==> config.mk <==
export PLATFORM = sky130hd
export DESIGN_NAME = sdram_port_arbiter
export DESIGN_NICKNAME = d
export VERILOG_FILES = /design/src/rtl/sdram_port_arbiter.sv
export SDC_FILE = /design/constraint.sdc
export NUM_CORES = 1
export LEC_CHECK = 0
export CAP_MARGIN = 20
export CORE_ASPECT_RATIO = 1.2
export CORE_UTILIZATION = 33
export CTS_CLUSTER_DIAMETER = 30
export DETAILED_ROUTE_END_ITERATION = 8
export PLACE_DENSITY = 0.88
export SLEW_MARGIN = 20
export SYNTH_ARGS = -nofsm -noshare
export SYNTH_HDL_FRONTEND = slang
export SYNTH_SLANG_ARGS = --single-unit
export TNS_END_PERCENT = 5
==> constraint.sdc <==
create_clock -name clk -period 3.35 [get_ports clk]
set_input_delay 0.335 -clock clk [delete_from_list [all_inputs] [get_ports clk]]
set_output_delay 0.335 -clock clk [all_outputs]
set_load 0.01 [all_outputs]
==> src/rtl/sdram_port_arbiter.sv <==
// Two-port Avalon-MM arbiter in front of a single SDRAM controller.
// Round-robin grant FSM, combinational command pass-through, and a tag
// FIFO that routes each returning readdatavalid to the requester that
// issued the read.
module sdram_port_arbiter #(
   parameter int MAX_PENDING = 8,
   parameter int ADDR_W      = 32
) (
   input  logic              clk,
   input  logic              reset_n,
   input  logic              rq0_read_n,
   input  logic              rq0_write_n,
   input  logic [ADDR_W-1:0] rq0_address,
   input  logic [15:0]       rq0_writedata,
   input  logic [1:0]        rq0_byteenable,
   output logic              rq0_waitrequest,
   output logic              rq0_readdatavalid,
   input  logic              rq1_read_n,
   input  logic              rq1_write_n,
   input  logic [ADDR_W-1:0] rq1_address,
   input  logic [15:0]       rq1_writedata,
   input  logic [1:0]        rq1_byteenable,
   output logic              rq1_waitrequest,
   output logic              rq1_readdatavalid,
   output logic [15:0]       rq_readdata,
   output logic              sdram_read_n,
   output logic              sdram_write_n,
   output logic              sdram_chipselect,
   output logic [ADDR_W-1:0] sdram_address,
   output logic [15:0]       sdram_writedata,
   output logic [1:0]        sdram_byteenable,
   input  logic              sdram_waitrequest,
   input  logic              sdram_readdatavalid,
   input  logic [15:0]       sdram_readdata,
   output logic              busy,
   output logic              err_orphan
);

   localparam int PTR_W = $clog2(MAX_PENDING);
   localparam int CNT_W = $clog2(MAX_PENDING) + 1;
   localparam logic [CNT_W-1:0] FULL_CNT = CNT_W'(MAX_PENDING);

   typedef enum logic [1:0] {IDLE = 2'd0, G0 = 2'd1, G1 = 2'd2} state_t;

   state_t state_q, state_d;
   logic   last_q, last_d;            // requester served by the last accepted command
   logic [MAX_PENDING-1:0] tag_mem_q;
   logic [PTR_W-1:0]       wr_ptr_q, rd_ptr_q;
   logic [CNT_W-1:0]       count_q;
   logic                   err_orphan_q;

   logic wr0_s, rd0_s, act0_s, can0_s;
   logic wr1_s, rd1_s, act1_s, can1_s;
   logic full_s, empty_s;
   logic gnt_id_s, cmd_valid_s, cmd_read_s, accept_s;
   logic push_s, pop_s, head_s;
   logic own_act_s, oth_act_s, oth_can_s;

   // A write beats a simultaneous read; a read can only issue while a tag slot is free.
   assign wr0_s   = ~rq0_write_n;
   assign rd0_s   = ~rq0_read_n & rq0_write_n;
   assign act0_s  = wr0_s | rd0_s;
   assign wr1_s   = ~rq1_write_n;
   assign rd1_s   = ~rq1_read_n & rq1_write_n;
   assign act1_s  = wr1_s | rd1_s;
   assign full_s  = (count_q == FULL_CNT);
   assign empty_s = (count_q == {CNT_W{1'b0}});
   assign can0_s  = wr0_s | (rd0_s & ~full_s);
   assign can1_s  = wr1_s | (rd1_s & ~full_s);

   assign own_act_s = gnt_id_s ? act1_s : act0_s;
   assign oth_act_s = gnt_id_s ? act0_s : act1_s;
   assign oth_can_s = gnt_id_s ? can0_s : can1_s;

   assign accept_s = cmd_valid_s & ~sdram_waitrequest;
   assign push_s   = accept_s & cmd_read_s;
   assign pop_s    = sdram_readdatavalid & ~empty_s;
   assign head_s   = tag_mem_q[rd_ptr_q];

   assign rq0_readdatavalid = pop_s & ~head_s;
   assign rq1_readdatavalid = pop_s & head_s;
   assign rq_readdata       = sdram_readdata;
   assign busy              = reset_n & (act0_s | act1_s | ~empty_s);
   assign err_orphan        = err_orphan_q;

   // Route the granted requester's command straight onto the SDRAM port.
   always_comb begin
      gnt_id_s         = 1'b0;
      cmd_valid_s      = 1'b0;
      cmd_read_s       = 1'b0;
      sdram_read_n     = 1'b1;
      sdram_write_n    = 1'b1;
      sdram_chipselect = 1'b0;
      sdram_address    = {ADDR_W{1'b0}};
      sdram_writedata  = 16'h0000;
      sdram_byteenable = 2'b00;
      rq0_waitrequest  = 1'b1;
      rq1_waitrequest  = 1'b1;
      case (state_q)
         G0: begin
            gnt_id_s = 1'b0;
            if (can0_s) begin
               cmd_valid_s      = 1'b1;
               cmd_read_s       = rd0_s;
               sdram_chipselect = 1'b1;
               sdram_read_n     = ~rd0_s;
               sdram_write_n    = ~wr0_s;
               sdram_address    = rq0_address;
               sdram_writedata  = rq0_writedata;
               sdram_byteenable = rq0_byteenable;
               rq0_waitrequest  = sdram_waitrequest;
            end else begin
               cmd_valid_s = 1'b0;
            end
         end
         G1: begin
            gnt_id_s = 1'b1;
            if (can1_s) begin
               cmd_valid_s      = 1'b1;
               cmd_read_s       = rd1_s;
               sdram_chipselect = 1'b1;
               sdram_read_n     = ~rd1_s;
               sdram_write_n    = ~wr1_s;
               sdram_address    = rq1_address;
               sdram_writedata  = rq1_writedata;
               sdram_byteenable = rq1_byteenable;
               rq1_waitrequest  = sdram_waitrequest;
            end else begin
               cmd_valid_s = 1'b0;
            end
         end
         default: begin
            gnt_id_s = 1'b0;
         end
      endcase
   end

   // Grant next-state: hold while a stalled command is presented, otherwise round-robin.
   always_comb begin
      state_d = state_q;
      last_d  = last_q;
      case (state_q)
         IDLE: begin
            if (act0_s && act1_s) begin
               state_d = last_q ? G0 : G1;
            end else if (act0_s) begin
               state_d = G0;
            end else if (act1_s) begin
               state_d = G1;
            end else begin
               state_d = IDLE;
            end
         end
         G0, G1: begin
            if (cmd_valid_s) begin
               if (accept_s) begin
                  last_d = gnt_id_s;
                  if (oth_act_s) begin
                     state_d = gnt_id_s ? G0 : G1;
                  end else if (own_act_s) begin
                     state_d = state_q;
                  end else begin
                     state_d = IDLE;
                  end
               end else begin
                  state_d = state_q;
               end
            end else if (oth_can_s) begin
               state_d = gnt_id_s ? G0 : G1;
            end else if (own_act_s) begin
               state_d = state_q;
            end else if (oth_act_s) begin
               state_d = gnt_id_s ? G0 : G1;
            end else begin
               state_d = IDLE;
            end
         end
         default: begin
            state_d = IDLE;
         end
      endcase
   end

   // Grant state and round-robin memory; after reset rq0 wins the first tie.
   always_ff @(posedge clk or negedge reset_n) begin
      if (!reset_n) begin
         state_q <= IDLE;
         last_q  <= 1'b1;
      end else begin
         state_q <= state_d;
         last_q  <= last_d;
      end
   end

   // Tag FIFO of outstanding reads plus the sticky orphan-response flag.
   always_ff @(posedge clk or negedge reset_n) begin
      if (!reset_n) begin
         tag_mem_q    <= {MAX_PENDING{1'b0}};
         wr_ptr_q     <= {PTR_W{1'b0}};
         rd_ptr_q     <= {PTR_W{1'b0}};
         count_q      <= {CNT_W{1'b0}};
         err_orphan_q <= 1'b0;
      end else begin
         if (push_s) begin
            tag_mem_q[wr_ptr_q] <= gnt_id_s;
            wr_ptr_q            <= wr_ptr_q + PTR_W'(1);
         end
         if (pop_s) begin
            rd_ptr_q <= rd_ptr_q + PTR_W'(1);
         end
         case ({push_s, pop_s})
            2'b10:   count_q <= count_q + CNT_W'(1);
            2'b01:   count_q <= count_q - CNT_W'(1);
            default: count_q <= count_q;
         endcase
         err_orphan_q <= err_orphan_q | (sdram_readdatavalid & empty_s);
      end
   end

endmodule

==> qor.yml, run 1 <==
status: "completed"
setup_slack_ps: 218
hold_viol: 0
synth_top_area_cell: "dfrtp_1"
cp.required_ps: 3010
pwr-share-clk_pct: 10.0
end_kind: "output pin"
initial_core_util_pct: 34.3
min-delay-path-class: "input port to asynchronous set/reset pin"
fillerInstances: 615
synth.most_common_cell: "a22oi_1"
grt_start_max_net_pins: 57
multiInputGateArea_mm2: 0.00156
ys_dominant_reg_cell: "dfrtp_1"
fin_tns_setup_ps: 0
cts-buffers-inserted: 3
clkLatencyLatePin_ps: 280
cts.htree.levels: 1
ys_warn_count: 0
antenna_found_initial: 0
ctsResizeCount: 0
grt_pass1_vias: 2482
critPathLaunch: "count_q[0]"
cts_root_buf: "clkbuf_8"
place.port_buffers: 166
syn_inst: 274
r2r-start: "count_q[1]"
wl_mm: 8.25
track_usage_pct: 21.9
io_pins: 199
nets: 547
switching_power_w: 0.00108
path_clk_slew_ps: 80
comb_power_share_pct: 71.1
cp-start-kind: "flip-flop"
cts_hold_buf: 0
rr_worst_depth: 10
syn_to_final_growth_pct: 71.8
critPathKind: "flip-flop to output pin"
synth_top_area_share_pct: 22.4
dp_hpwl_mm: 6.65
grt_first_pass_wirelength_mm: 12.5
switching_share_pct: 41.4
power_density_mw_per_mm2: 644
postSynthNetCount: 407
worstPathMaxFanout: 31
cts_tree: "built"
seqPwrFrac_pct: 18.9
max_slew.worst_pin.slew_ps: 467
syn_area_mm2: 0.00235
die_h_um: 94.4
clock_skew_ps: 2.69
finalCriticalPeriod_ps: 3130
synthArstFlopShare_pct: 100
syn_area_per_cell_um2: 8.57
timing.max_cap.violations: 0
ant_nets: 0
drt_iter0_markers: 220
cts_sinks: 22
core_area_mm2: 0.00685
drt_first_pass_iters: 5
rsz0062_at_grt: "false"
post_cts.repair.setup_buffers: 0
final.period_utilization_pct: 93.5
internal_power_w: 0.00152
die_area_mm2: 0.00746
die_width_um: 79.0
p_leak_nw: 1.47
fp-row-count: 33
wl_per_cell_um: 16.5
drive_above_1_share_pct: 7.75
overflow: 0
seq_area_um2: 552
clockBufferDepth: 2
arrival_ps: 2800
irDropWorstVdd_v: 0.000354
synth-edff-count: 0
synth_area_leaders: "dfrtp_1 22%, a22oi_1 17%, nor2b_1 13%"
ys_seq_elements: 22
vias_per_cell: 5.25
gp_congestion: 0.833
synthTopCellsByCount: "52 x a22oi_1, 50 x nor2b_1, 21 x dfrtp_1, 16 x buf_4, 14 x nand2_1"
setup_violations: 0
seq_area_frac_synth_pct: 23.5
vias: 2627
fmax_mhz: 319
slew_violations: 0
dpl_worst_slack_ps: 338
synth_cell_types: 44
antenna_cells: 0
drcViolationCount: 0
relSlewSlack_pct: 68.7
-- cells by family after synthesis --
group                      share of synthesized area, %
buffers and inverters                              10.9
muxes                                              7.88
xor gates and xnor gates                           3.36
AOI/OAI and AO/OA                                  24.4
DFF                                                23.5
adders and majority gates                          4.79
and+or+nand+nor                                    25.2
-- state kept, by name, summed over array words and instances (netlist names) --
| register | flops |
|---|---|
| tag_mem_q | 8 |
| count_q | 4 |
| rd_ptr_q | 3 |
| wr_ptr_q | 3 |
| state_q | 2 |
| err_orphan | 1 |
| last_q | 1 |
-- power by group through the flow --
stage               logic, W  registers, W  clock network [W]
floorplan            0.00116      0.000438                  0
global placement     0.00180      0.000484                  0
detailed placement   0.00184      0.000496                  0
CTS                  0.00185      0.000492           0.000264
global route         0.00199      0.000514           0.000276
finish               0.00185      0.000491           0.000260
-- placed cells by master (no fill, tap or decap), drive strengths merged, types with 3 or more instances in the layout --
cell type and count:
nor2 7, nor3b 4, dfrtp 21, a21oi 5
nand2 16, ha 9, xor2 5, o21ai 5
clkdlybuf4s50 166, clkbuf 3, a22oi 52, o22ai 3
nor2b 50, nand3b 6, nand2b 5, mux2 10
xnor2 4, buf 7, inv 8
-- layer usage --
layer	track usage, %	vias to the layer above	part of all wire (%)
li1	-	1243	-
met1	25.7	1216	38
met2	38.5	153	52
met3	4.35	15	8.8
met4	8.94	0	1.7
met5	0	-	0
-- final timing paths --
| path | to | slack, ps |
|---|---|---|
| worst max-delay path | sdram_writedata[12] | 220 |
| worst min-delay path | err_orphan | 410 |
| worst max register to register | count_q[2] | 640 |
| worst min register to register | err_orphan | 490 |
| max in group asynchronous | last_q | 2660 |
| min in group clk | err_orphan | 490 |
-- final cells by class --
class | instances | area share, %
Clock buffer | 3 | 1.02
Clock inverter | 1 | 0.744
Inverter | 8 | 0.744
Multi-Input combinational cell | 206 | 38.6
Sequential cell | 22 | 13.7
Tap cell | 87 | 2.70
Timing Repair Buffer | 173 | 42.5
-- metrics by stage --
step	instances	total power, W	hold WS [ps]	utilization [%]	area (µm²)
floorplan	274	0.00160	39.4	-	2350
global placement	496	0.00228	462	57.8	3960
detailed placement	496	0.00234	470	57.8	3960
CTS	500	0.00261	419	58.8	4030
global route	500	0.00278	429	58.9	4040
finish	500	0.00260	406	58.9	4040
-- worst max-delay path, stage by stage, from the launching register on --
cell and delay [ps]:
dfrtp_1 470, nor4b_4 520, o21a_1 260, nor2_4 50
buf_4 230, a22oi_1 380, nor2b_1 100, clkdlybuf4s50_1 490
Note: power is estimated with default switching activity, not from simulation.
==> inputs of run 2 (changes only) <==
--- a/config.mk
+++ b/config.mk
@@ -10,7 +10,7 @@
 export CORE_UTILIZATION = 33
 export CTS_CLUSTER_DIAMETER = 30
 export DETAILED_ROUTE_END_ITERATION = 8
-export PLACE_DENSITY = 0.88
+export PLACE_DENSITY = 0.94
 export SLEW_MARGIN = 20
 export SYNTH_ARGS = -nofsm -noshare
 export SYNTH_HDL_FRONTEND = slang
==> run 2 against run 1 <==
Compared with the run above:
- global-route usage is 0.65 points lower
- non-clock buffer count is 2 lower
- die area stayed put
- combinational power hardly changed
- largest cell class unchanged
- highest routed layer unchanged
==> qor.yml, run 2 (synthesis gave the netlist of run 1 again) <==
grt_pass1_vias: 2498  # +0.64%
finalCriticalPeriod_ps: 3110  # -26.0 ps
worstPathMaxFanout: 19  # -39%
dp_hpwl_mm: 6.65  # about the same
multiInputGateArea_mm2: 0.00156  # unchanged
status: "completed"
max_slew.worst_pin.slew_ps: 544  # +76.8 ps
ctsResizeCount: 0  # unchanged
hold_viol: 0  # unchanged
cts-buffers-inserted: 3  # unchanged
die_h_um: 94.4  # unchanged
fillerInstances: 602  # -2.1%
regMostFlops: "tag_mem_q"
stdcell_count: 498  # -0.40%
relSlewSlack_pct: 63.6  # -5.1 points
vias: 2564  # -2.4%
ant_nets: 0  # unchanged
initial_core_util_pct: 34.3  # unchanged
die_area_mm2: 0.00746  # unchanged
wl_mm: 8.02  # -2.7%
nets: 545  # -0.37%
reg_top3: "tag_mem_q: 8 flops, count_q: 4 flops"
end_kind: "output pin"
grt_first_pass_wirelength_mm: 12.3  # -1.4%
gp_congestion: 0.829  # -0.52%
cts.htree.levels: 1  # unchanged
rsz0062_at_grt: "false"
final.period_utilization_pct: 92.7  # -0.77 points
vias_per_cell: 5.15  # -2.0%
cp-start-kind: "flip-flop"
fp-row-count: 33  # unchanged
path_clk_slew_ps: 80  # about the same
cts_sinks: 22  # unchanged
clkLatencyLatePin_ps: 270  # about the same
cts_hold_buf: 0  # unchanged
layout_common_cells: "166 x clkdlybuf4s50_1, 52 x a22oi_1, 50 x nor2b_1, 21 x dfrtp_1, 14 x nand2_1"
cts_tree: "built"
core_area_mm2: 0.00685  # unchanged
irDropWorstVdd_v: 0.000370  # +4.5%
cts_root_buf: "clkbuf_8"
overflow: 0  # unchanged
layout_commonest_cell: "clkdlybuf4s50_1"
io_pins: 199  # unchanged
fmax_mhz: 322  # +0.84%
placed_cells: 494  # -0.40%
critPathKind: "flip-flop to output pin"
syn_to_final_growth_pct: 72.1
power_density_mw_per_mm2: 636  # -1.2%
min-delay-path-class: "input port to asynchronous set/reset pin"
clock_skew_ps: 6.16  # +3.47 ps
antenna_found_initial: 0  # unchanged
cp.required_ps: 3010  # about the same
antenna_cells: 0  # unchanged
drcViolationCount: 0  # unchanged
drt_iter0_markers: 119  # -46%
slew_violations: 0  # unchanged
drive_above_1_share_pct: 7.30  # -0.45 points
place.port_buffers: 166  # unchanged
arrival_ps: 2770  # -30 ps
grt_start_max_net_pins: 57  # unchanged
die_width_um: 79.0  # unchanged
wl_per_cell_um: 16.1  # -2.3%
fin_tns_setup_ps: 0  # unchanged
drt_first_pass_iters: 4  # -1
largest_register_ffs: 8  # unchanged
critPathLaunch: "state_q[0]"
seq_area_um2: 552  # unchanged
timing.max_cap.violations: 0  # unchanged
r2r-start: "state_q[0]"
clockBufferDepth: 2  # unchanged
p_leak_nw: 1.46  # -0.51%
setup_violations: 0  # unchanged
track_usage_pct: 21.2  # -0.65 points
post_cts.repair.setup_buffers: 0  # unchanged
==> run 2: path summary, 6_finish.rpt <==
kind | to | slack [ps] | depth (start not counted)
setup / recovery | sdram_address[11] | 240 | 8
hold / removal | wr_ptr_q[1] | 420 | 2
setup reg to reg | count_q[2] | 460 | 12
hold reg to reg | count_q[3] | 500 | 1
max in group asynchronous | last_q | 2650 | 2
min in group clk | count_q[3] | 500 | 1
==> run 2: power breakdown <==
part,total [W],internal (W),switching (W)
Combinational,0.00188,0.00103,0.000853
Clock,0.000194,0.000105,0.0000890
Sequential,0.000495,0.000362,0.000133
==> run 2: per-layer routing <==
layer	track usage (%)	part of all wire (%)	vias up
li1	-	-	1237
met1	25.7	39	1194
met2	37.1	50	127
met3	6.86	9.7	6
met4	3.18	0.74	0
met5	0	0	-
==> run 2: worst max-delay path, cell delays in order, from the launching register on <==
cell             delay (ps)
dfrtp_1                 420
inv_1                   130
ha_2                    370
inv_1                   210
nor2_4                  360
buf_12                  200
a22oi_1                  90
nor2b_1                 140
clkdlybuf4s50_1         570
==> run 2: area by class of cell <==
cell class,instances,share of cell area (%)
Clock buffer,4,1.36
Multi-Input combinational cell,206,38.6
Tap cell,87,2.69
Timing Repair Buffer,171,43.0
Sequential cell,22,13.7
Inverter,8,0.743
==> run 2: per-stage QoR <==
stage                     setup WS [ps]  area, µm²  total power (W)  hold WS, ps  utilization, %
after floorplan                     827       2350          0.00160         39.4               -
after global placement              451       3980          0.00232          460            58.1
after detailed placement            325       3980          0.00239          484            58.1
after CTS                          56.6       4040          0.00258          427            58.9
after global routing               69.3       4040          0.00276          457            59.0
final                               244       4040          0.00257          420            59.0
